===== src/rtl/floating_point_operand_loader.sv =====
// Operand loader: walks the operand ROM byte by byte and packs every
// four bytes (MSB first) into a 32-bit operand issued over valid/ready.
module floating_point_operand_loader #(
  parameter int NUM_BYTES = 20,
  parameter int ADDR_W    = 5
) (
  input  logic              clk,
  input  logic              rst,
  input  logic              start,
  output logic [ADDR_W-1:0] rd_addr,
  input  logic [7:0]        rom_dout,
  output logic              op_valid,
  input  logic              op_ready,
  output logic [31:0]       op_data,
  output logic              op_last,
  output logic              busy,
  output logic              done
);

  // One spare address bit so the end marker fits even at NUM_BYTES = 2**ADDR_W
  localparam int AW = ADDR_W + 1;
  localparam logic [AW-1:0] END_A = AW'(NUM_BYTES);

  typedef enum logic [1:0] {
    IDLE,
    READ,
    CAPT,
    SEND
  } state_t;

  state_t        state_q, state_d;
  logic [AW-1:0] addr_q, addr_d;
  logic [AW-1:0] addr_inc;
  logic [1:0]    cnt_q, cnt_d;
  logic [31:0]   data_q, data_d;
  logic          valid_q, valid_d;
  logic          last_q, last_d;
  logic          busy_q, busy_d;
  logic          done_q, done_d;

  assign addr_inc = addr_q + AW'(1);

  always_ff @(posedge clk or posedge rst) begin
    if (rst) begin
      state_q <= IDLE;
      addr_q  <= '0;
      cnt_q   <= '0;
      data_q  <= '0;
      valid_q <= 1'b0;
      last_q  <= 1'b0;
      busy_q  <= 1'b0;
      done_q  <= 1'b0;
    end else begin
      state_q <= state_d;
      addr_q  <= addr_d;
      cnt_q   <= cnt_d;
      data_q  <= data_d;
      valid_q <= valid_d;
      last_q  <= last_d;
      busy_q  <= busy_d;
      done_q  <= done_d;
    end
  end

  always_comb begin
    state_d = state_q;
    addr_d  = addr_q;
    cnt_d   = cnt_q;
    data_d  = data_q;
    valid_d = valid_q;
    last_d  = last_q;
    busy_d  = busy_q;
    done_d  = 1'b0;
    unique case (state_q)
      IDLE: begin
        if (start) begin
          state_d = READ;
          addr_d  = '0;
          cnt_d   = '0;
          busy_d  = 1'b1;
        end
      end
      READ: begin
        state_d = CAPT;
      end
      CAPT: begin
        data_d = {data_q[23:0], rom_dout};
        addr_d = addr_inc;
        cnt_d  = cnt_q + 2'd1;
        if (cnt_q == 2'd3) begin
          state_d = SEND;
          valid_d = 1'b1;
          last_d  = (addr_inc == END_A);
        end else begin
          state_d = READ;
        end
      end
      SEND: begin
        if (op_ready) begin
          valid_d = 1'b0;
          if (last_q) begin
            state_d = IDLE;
            last_d  = 1'b0;
            busy_d  = 1'b0;
            done_d  = 1'b1;
            addr_d  = '0;
          end else begin
            state_d = READ;
          end
        end
      end
      default: state_d = IDLE;
    endcase
  end

  assign rd_addr  = addr_q[ADDR_W-1:0];
  assign op_valid = valid_q;
  assign op_data  = data_q;
  assign op_last  = last_q;
  assign busy     = busy_q;
  assign done     = done_q;

endmodule

===== config.mk =====
export PLATFORM = sky130hd
export DESIGN_NAME = floating_point_operand_loader
export DESIGN_NICKNAME = d
export VERILOG_FILES = /design/src/rtl/floating_point_operand_loader.sv
export SDC_FILE = /design/constraint.sdc
export NUM_CORES = 1
export LEC_CHECK = 0
export CAP_MARGIN = 20
export CORE_MARGIN = 2
export CORE_UTILIZATION = 55
export CTS_CLUSTER_SIZE = 28
export DETAILED_ROUTE_END_ITERATION = 12
export DONT_BUFFER_PORTS = 1
export PLACE_DENSITY_LB_ADDON = 0.3
export SLEW_MARGIN = 10
export SYNTH_ARGS = -nofsm -noshare
export SYNTH_HDL_FRONTEND = slang
export SYNTH_SLANG_ARGS = --single-unit
export TNS_END_PERCENT = 20

===== constraint.sdc =====
create_clock -name clk -period 3.9 [get_ports clk]
set_clock_uncertainty 0.2 [all_clocks]
set_input_delay 0.39 -clock clk [delete_from_list [all_inputs] [get_ports clk]]
set_output_delay 0.39 -clock clk [all_outputs]
set_load 0.01 [all_outputs]

==> results.ini, run 1 <==
[status]
status = completed

[placement]
gp_congestion = 0.699
portBuffers = 0
dp_hpwl_um = 2400

[routing]
wl_met2_um = 1730
drt_iter0_drc = 117
viasPerCell = 5.09
drt-met1-wl_um = 1610
wl_met3_um = 242
wirelength_um = 3640
wl_per_cell_um = 13.9
drc_errors = 0
via_count = 1334
routed.top_layer = met4
dr.pass1.iters = 4
ant_nets = 0

[floorplan]
coreArea_um2 = 3340
ios = 53
die_w_um = 63.1
start_util_pct = 57.6
die_h_um = 63.1
rows = 21
dieArea_um2 = 3980

[clock_network]
cts_tree = yes
root_buffer = clkbuf_4
cts.clk_slew.worst_paths_ns = 0.12
clkLatencyLatePin_ns = 0.35
cts.sinks = 46
clock_path_buffers = 2
cts_setup_buffers = 0
cts_max_level = 2
cts_buffers = 5

[flow_run]
cap_violations = 0

[layout]
syn2layout_area_growth_pct = 8.40
fin_util_pct = 62.4
drive_above_1_share_pct = 6.94
num_antenna_cells = 0
fill_cells = 290
fin_nets = 230

[logic_synthesis]
yosysWarningCount = 0
yosys.area.top_type_share_pct = 59.9
synth_ff_type = dfrtp_1
yosys-top-cells-count = 110 x nand2_1, 46 x dfrtp_1, 10 x buf_2
async_flop_share_pct = 100
synth_most_common_cell = nand2_1
yosys-top-cells-area = dfrtp_1 60%, nand2_1 21%, buf_2 2.6%
synth_edf_count = 0
netlist_area_um2 = 1920
ys_types = 25
ys_ff_latch = 46
yosys.area.top_type = dfrtp_1
avgSynthCellArea_um2 = 9.15
netlist_instances = 210
syn-num-nets = 225
seq_area_frac_synth_pct = 59.9

[setup_path]
startpoint_type = flop
crit_type = reg2reg
setup.worst_path.end_class = flop
required_ns = 3.94
crit_arrival_ns = 1.76
max_stage_delay_ns = 0.50
cpMaxStageDelayCell = dfrtp_1
path_max_fanout = 36
cp_cell_sequence = nor2b_2, buf_4, and2_2, o21ai_0, o31ai_1

[pwr]
power_mw = 1.50
p_per_area_nw_per_um2 = 719
ir_drop_v = 0.000323
power_leakage_nw = 1.09

[sta]
min_period_ns = 1.73
finalCritPeriodShare_pct = 44.3
finalSetupViolCount = 0
worstMarginPinSlew_ns = 0.922
clock.fmax_mhz = 579
maxSlewViolCount = 0
rsz0062_at_grt = false
tns_ns = 0
slew_headroom_pct = 38.4
finalHoldViolCount = 0

[global_route]
grt_pass1_wl_um = 6410
grt_start_max_net_pins = 47
first_global_vias = 1383
grt_overflow = 0
antenna_found_initial = 0
grt.total_usage_pct = 20.8

[min_path]
min_path_type = in2reg

==> worst max-delay path: cells and delay by family, from the launching register on <==
kind	cells	cell delay, ns
buffers and inverters	1	0.24
DFF	1	0.50
AOI/OAI and AO/OA	2	0.25
and+or+nand+nor	2	0.41
==> logic make-up (layout without fill, tap and decap cells) <==
group,Yosys count,after routing,synth area share (%)
simple gates,123,123,25.4
flops,46,46,59.9
buf+inv,17,23,4.95
compound gates,16,16,5.40
xor+xnor,4,4,1.82
fa+ha+maj,3,3,1.95
mux,1,1,0.586
==> path summary, 6_finish.rpt <==
check                      slack [ns]     endpoint  startpoint  cells after the start
max                              2.17    addr_q[3]  state_q[1]                      5
min                              0.04   state_q[0]       start                      2
max reg2reg                      2.17    addr_q[3]  state_q[1]                      5
min reg2reg                      0.32     cnt_q[0]    cnt_q[0]                      1
max in group asynchronous        2.45   op_data[9]         rst                      2
min in group asynchronous        0.49  op_data[15]         rst                      2
==> power by group <==
part	switching, mW	internal, mW	leakage, nW
combinational	0.160	0.132	0.480
sequential	0.294	0.678	0.572
clock	0.145	0.0868	0.0343
total	0.600	0.897	1.09
==> registers in the layout (all words and copies together), names as in the netlist <==
register / flops
addr_q: 6
done: 1
cnt_q: 2
op_data: 32
busy: 1
state_q: 2
op_valid: 1
op_last: 1
==> repair_timing <==
item,CTS,global route
hold buffers,11,0
endpoints found under the hold margin,56,0
gates resized for setup,0,0
==> layer usage <==
metal  GRT usage (%)  vias to the layer above
met1            25.4                      623
met5               0                        -
li1                -                      659
met4            7.78                        0
met2            34.2                       46
met3            7.14                        6
==> layout make-up <==
class / instances / area, um^2 / share of cell area, %
Sequential cell: 46 / 1150 / 55.3
Tap cell: 46 / 57.6 / 2.76
Timing Repair Buffer: 13 / 125 / 6.01
Inverter: 2 / 7.51 / 0.360
Multi-Input combinational cell: 147 / 678 / 32.6
Clock buffer: 6 / 51.3 / 2.46
Clock inverter: 2 / 12.5 / 0.601
==> metrics by stage <==
| step | std cells | cell area [um^2] | hold WS [ns] | setup WS (ns) |
|---|---|---|---|---|
| floorplan | 210 | 1920 | 0.265 | 2.22 |
| global placement | 243 | 1910 | 0.289 | 2.28 |
| finish | 262 | 2080 | 0.0444 | 2.17 |
| CTS | 262 | 2080 | 0.0315 | 2.20 |
| detailed placement | 243 | 1910 | 0.295 | 2.21 |
| global route | 262 | 2080 | 0.0454 | 2.07 |
==> cells in the final DEF, fill, tap and decap left out, types with 2 or more instances in the layout <==
cell / n
a22o_1: 3
buf_4: 2
clkbuf_4: 5
dfrtp_1: 46
dlygate4sd3_1: 11
ha_1: 3
nand2_1: 110
nand3_1: 2
nor2_1: 4
o21ai_0: 8
xor2_1: 3
Note: power is estimated with default switching activity, not from simulation.
==> run 2: changes to the inputs <==
==> constraint.sdc (replaced) <==
create_clock -name clk -period 1.7 [get_ports clk]
set_clock_uncertainty 0.2 [all_clocks]
set_input_delay 0.17 -clock clk [delete_from_list [all_inputs] [get_ports clk]]
set_output_delay 0.17 -clock clk [all_outputs]
set_load 0.01 [all_outputs]
==> run 2 against run 1 <==
Net effect: power rose by 140%; global-route usage grew 0.48 points; count of clock-buffer cells in the layout down 1; register-to-register slack got worse by 2.0 ns; first-iteration DRC count fell by 10%; maximum frequency up 9.7%; cell area increased by 4.1%; routed wire length increased by 2.3%; worst hold slack improved by 0.041 ns; critical path depth did not move; sequential power up 130%; critical endpoint is now op_last.
==> results.ini, run 2 (synthesized netlist as in run 1, its figures left out) <==
[routing]
wl_per_cell_um = 13.8
wirelength_um = 3720
via_count = 1399
dr.pass1.iters = 4
viasPerCell = 5.18
drt_iter0_drc = 105
ant_nets = 0
drc_errors = 0

[global_route]
first_global_vias = 1374
grt_overflow = 0
grt.total_usage_pct = 21.3
antenna_found_initial = 0
grt_pass1_wl_um = 6510
grt_start_max_net_pins = 29

[sta]
finalSetupViolCount = 0
tns_ns = 0
rsz0062_at_grt = false
finalCritPeriodShare_pct = 92.5
clock.fmax_mhz = 636
layout_setup_ws_ns = 0.127
slew_headroom_pct = 65.2
worstMarginPinSlew_ns = 0.522
min_period_ns = 1.57
maxSlewViolCount = 0
finalHoldViolCount = 0

[setup_path]
startpoint_type = flop
r2r_slack_ns = 0.13
cpMaxStageDelayCell = dfrtp_1
r2r_cells = 5
max_stage_delay_ns = 0.43
r2r_start = addr_q[0]
r2r-end = op_last
setup.worst_path.end_class = flop
crit_type = reg2reg
crit_arrival_ns = 1.65
path_max_fanout = 4
required_ns = 1.77
cp_cell_sequence = ha_1, nand3_1, xor2_1, nor2_1, a32o_1

[placement]
portBuffers = 0
gp_congestion = 0.775
dp_hpwl_um = 2480
dpl-instance-area_um2 = 1990
preCtsSetupSlack_ns = 0.119

[layout]
multiInputGateArea_um2 = 678
seq_area_um2 = 1150
fill_cells = 298
num_antenna_cells = 0
finalInstanceArea_um2 = 2170
drive_above_1_share_pct = 10.7
fin_nets = 238
syn2layout_area_growth_pct = 12.8
final_cell_mix = 110 x nand2_1, 45 x dfrtp_1, 11 x dlygate4sd3_1
largest_reg_flops = 32
final_common_cell = nand2_1

[floorplan]
die_h_um = 63.1
dieArea_um2 = 3980
rows = 21
die_w_um = 63.1
start_util_pct = 57.6
ios = 53
coreArea_um2 = 3340

[clock_network]
cts.clk_slew.worst_paths_ns = 0.14
cts_max_level = 2
clkLatencyLatePin_ns = 0.37
root_buffer = clkbuf_4
clock_path_buffers = 2
cts_buffers = 5
cts.sinks = 46
cts_tree = yes

[pwr]
p_per_area_nw_per_um2 = 1630
ir_drop_v = 0.000886
power_leakage_nw = 1.13

[flow_run]
cap_violations = 0

[status]
status = completed

[min_path]
min_path_type = in2async

[run 2: cell types whose count changed in the layout (fill, tap and decap cells not counted), sizes merged]
cell,before,now
inv,2,3
clkbuf,6,5
buf,2,10
[run 2: how the worst max path moves through the flow]
stage	cells past startpoint	slack, ns	endpoint	start
final	5	0.13	op_last	addr_q[0]
after CTS	5	0.11	op_last	addr_q[0]
after global routing	5	0.04	op_last	addr_q[0]
after floorplan	5	0.18	op_last	addr_q[0]
after global placement	5	0.18	op_last	addr_q[0]
after detailed placement	5	0.12	op_last	addr_q[0]
[run 2: metrics by stage]
step           hold slack, ns  cells  total power, mW  util (%)
2_1_floorplan          0.0754    210             2.74         -
4_1_cts                0.0721    269             3.56      64.7
3_5_place_dp          -0.0778    250             2.99      59.5
6_report               0.0856    270             3.53      65.0
5_1_grt                 0.101    270             3.84      65.0
3_3_place_gp          -0.0856    250             2.91      59.5
[run 2: where the power goes]
part / leakage (nW) / switching (mW) / total, mW / internal, mW
registers: 0.570 / 0.638 / 2.19 / 1.56
clock network: 0.0318 / 0.370 / 0.539 / 0.169
logic: 0.526 / 0.425 / 0.800 / 0.375
total: 1.13 / 1.43 / 3.53 / 2.10
[run 2: cell type report]
class / count / share of cell area, %
Inverter: 2 / 0.346
Tap cell: 46 / 2.65
Multi-Input combinational cell: 147 / 31.3
Timing Repair Buffer: 21 / 9.69
Clock buffer: 5 / 1.73
Clock inverter: 3 / 1.15
Sequential cell: 46 / 53.1
[run 2: metal layers]
layer | share of wire, % | wire length [um] | global-route usage [%] | vias up
met5 | 0 | 0 | 0 | -
met2 | 47 | 1760 | 32.6 | 44
met1 | 45 | 1660 | 27.5 | 669
met3 | 6.2 | 229 | 7.50 | 8
met4 | 1.9 | 70 | 9.17 | 0
li1 | - | - | - | 678
[run 2: critical path, delay by kind of cell (launching register included)]
kind | cells | cell delay, ns
adders and majority gates | 1 | 0.27
and+or+nand+nor | 2 | 0.18
xor gates and xnor gates | 1 | 0.15
AOI/OAI and AO/OA | 1 | 0.25
DFF | 1 | 0.43
[run 2: timing repair]
item | in CTS | in global routing
buffers inserted | 0 | 1
hold buffers | 11 | 0
setup endpoints to repair | 0 | 2
endpoints found under the hold margin | 62 | 0
resized for setup | 0 | 1
==> run 3: changes to the inputs <==
--- a/config.mk
+++ b/config.mk
@@ -11,6 +11,7 @@
 export CTS_CLUSTER_SIZE = 28
 export DETAILED_ROUTE_END_ITERATION = 12
 export DONT_BUFFER_PORTS = 1
+export GPL_TIMING_DRIVEN = 0
 export PLACE_DENSITY_LB_ADDON = 0.3
 export SLEW_MARGIN = 10
 export SYNTH_ARGS = -nofsm -noshare
==> run 3 against run 2 <==
Net effect: via count fell by 3.6%; sequential cell count did not move; highest routed layer unchanged; worst hold slack got worse by 0.062 ns; clock power rose by 19%; largest power group unchanged; cell area is 1.3% higher; largest cell class unchanged.
==> results.ini, run 3 (synthesized netlist as in run 1, its figures left out) <==
[status]
status = completed

[setup_path]
r2r-end = op_last
crit_type = reg2reg
r2r_cells = 4
r2r_slack_ns = 0.12
required_ns = 1.74
setup.worst_path.end_class = flop
crit_path_end = op_last
crit_start = addr_q[2]
path_max_fanout = 6
r2r_start = addr_q[2]
crit_arrival_ns = 1.62
startpoint_type = flop

[clock_network]
cts_tree = yes
cts_max_level = 2
cts_setup_buffers = 0
cts_buffers = 5
cts.clk_slew.worst_paths_ns = 0.12
clock_path_buffers = 2
clkLatencyLatePin_ns = 0.34
root_buffer = clkbuf_4
cts.sinks = 46

[layout]
fill_cells = 285
drive_above_1_share_pct = 13.5
largest_reg_flops = 32
fin_nets = 244
syn2layout_area_growth_pct = 14.3
finalNonFillerCells = 276
final_cell_mix = 110 x nand2_1, 44 x dfrtp_1, 11 x dlygate4sd3_1
fin_util_pct = 65.8
final_common_cell = nand2_1
num_antenna_cells = 0

[flow_run]
cap_violations = 0

[routing]
dr.pass1.iters = 4
drc_errors = 0
ant_nets = 0
drt_iter0_drc = 196
viasPerCell = 4.88
wl_per_cell_um = 13.0
via_count = 1348
wirelength_um = 3590

[placement]
placed_cells = 257
portBuffers = 0
preCtsSetupSlack_ns = 0.0844
dp_hpwl_um = 2430
gp_congestion = 0.701

[pwr]
p_clk_share_pct = 17.7
internal_power_mw = 2.25
switching_share_pct = 38.2
power.share.combinational_pct = 22.4
pwr-share-seq_pct = 59.9
power_leakage_nw = 1.15
p_per_area_nw_per_um2 = 1660
switching_power_mw = 1.39
ir_drop_v = 0.000880

[min_path]
min_path_type = in2reg

[global_route]
grt.total_usage_pct = 20.2
grt_start_max_net_pins = 27
first_global_vias = 1332
grt_overflow = 0
grt_pass1_wl_um = 6160
antenna_found_initial = 0

[sta]
finalCritPeriodShare_pct = 92.7
rsz0062_at_grt = false
finalSetupViolCount = 0
clock.fmax_mhz = 635
min_period_ns = 1.58
slew_headroom_pct = 69.3
finalHoldViolCount = 0
layout_setup_ws_ns = 0.125
maxSlewViolCount = 0
worstMarginPinSlew_ns = 0.460

[floorplan]
dieArea_um2 = 3980
coreArea_um2 = 3340
die_w_um = 63.1
rows = 21
die_h_um = 63.1
ios = 53
start_util_pct = 57.6

## run 3: layout make-up
| class | instances | area [um^2] | share of cell area (%) |
|---|---|---|---|
| sequential | 46 | 1150 | 52.5 |
| multi-input combinational | 147 | 682 | 31.0 |
| timing repair buffer | 12 | 130 | 5.92 |
| buffer | 15 | 87.6 | 3.99 |
| tap | 46 | 57.6 | 2.62 |
| clock buffer | 6 | 41.3 | 1.88 |
| clock inverter | 2 | 37.5 | 1.71 |
| inverter | 2 | 7.51 | 0.342 |
## run 3: how the worst min path moves through the flow
stage,from,endpoint,slack (ns),cells after the start
after floorplan,rom_dout[0],op_data[0],0.08,2
after global placement,rom_dout[0],op_data[0],0.08,2
after detailed placement,rst,op_data[24],-0.11,1
after CTS,op_ready,op_last,0.01,3
after global routing,op_ready,op_last,0.01,3
final,op_ready,op_last,0.02,3
## run 3: per-layer routing
layer	up-vias	track usage, %	wire [um]	part of all wire [%]
met5	-	0	0	0
met4	0	8.61	41	1.1
met3	4	5.54	200	5.6
met2	44	30.6	1660	46
met1	617	27.4	1690	47
li1	683	-	-	-
## run 3: power groups by stage
stage	Sequential (mW)	Clock, mW	Combinational [mW]
4_1_cts	2.18	0.662	0.816
6_report	2.18	0.643	0.817
3_5_place_dp	2.21	0	0.790
3_3_place_gp	2.19	0	0.747
5_1_grt	2.25	0.723	0.957
2_1_floorplan	2.07	0	0.670
## run 3: worst max-delay path, stage by stage, from the launching register on
cell and delay (ns):
dfrtp_1 0.48, nand3_2 0.15, or2_1 0.26, xor2_1 0.15, a32o_1 0.25
## run 3: repair_timing
item / 4_1_cts / 5_1_grt
resized for setup: 0 / 4
hold endpoints to repair: 61 / 0
hold buffers: 11 / 0
endpoints found under the setup margin: 0 / 3
## run 3: per-stage QoR
step / hold WS (ns) / TNS (ns) / cell area, um^2 / power, mW
global route: 0.0112 / 0 / 2200 / 3.93
global placement: 0.0772 / -10.37 / 1980 / 2.94
finish: 0.0233 / 0 / 2200 / 3.64
detailed placement: -0.109 / 0 / 2000 / 3.00
CTS: 0.0141 / 0 / 2190 / 3.66
floorplan: 0.0754 / 0 / 1920 / 2.74
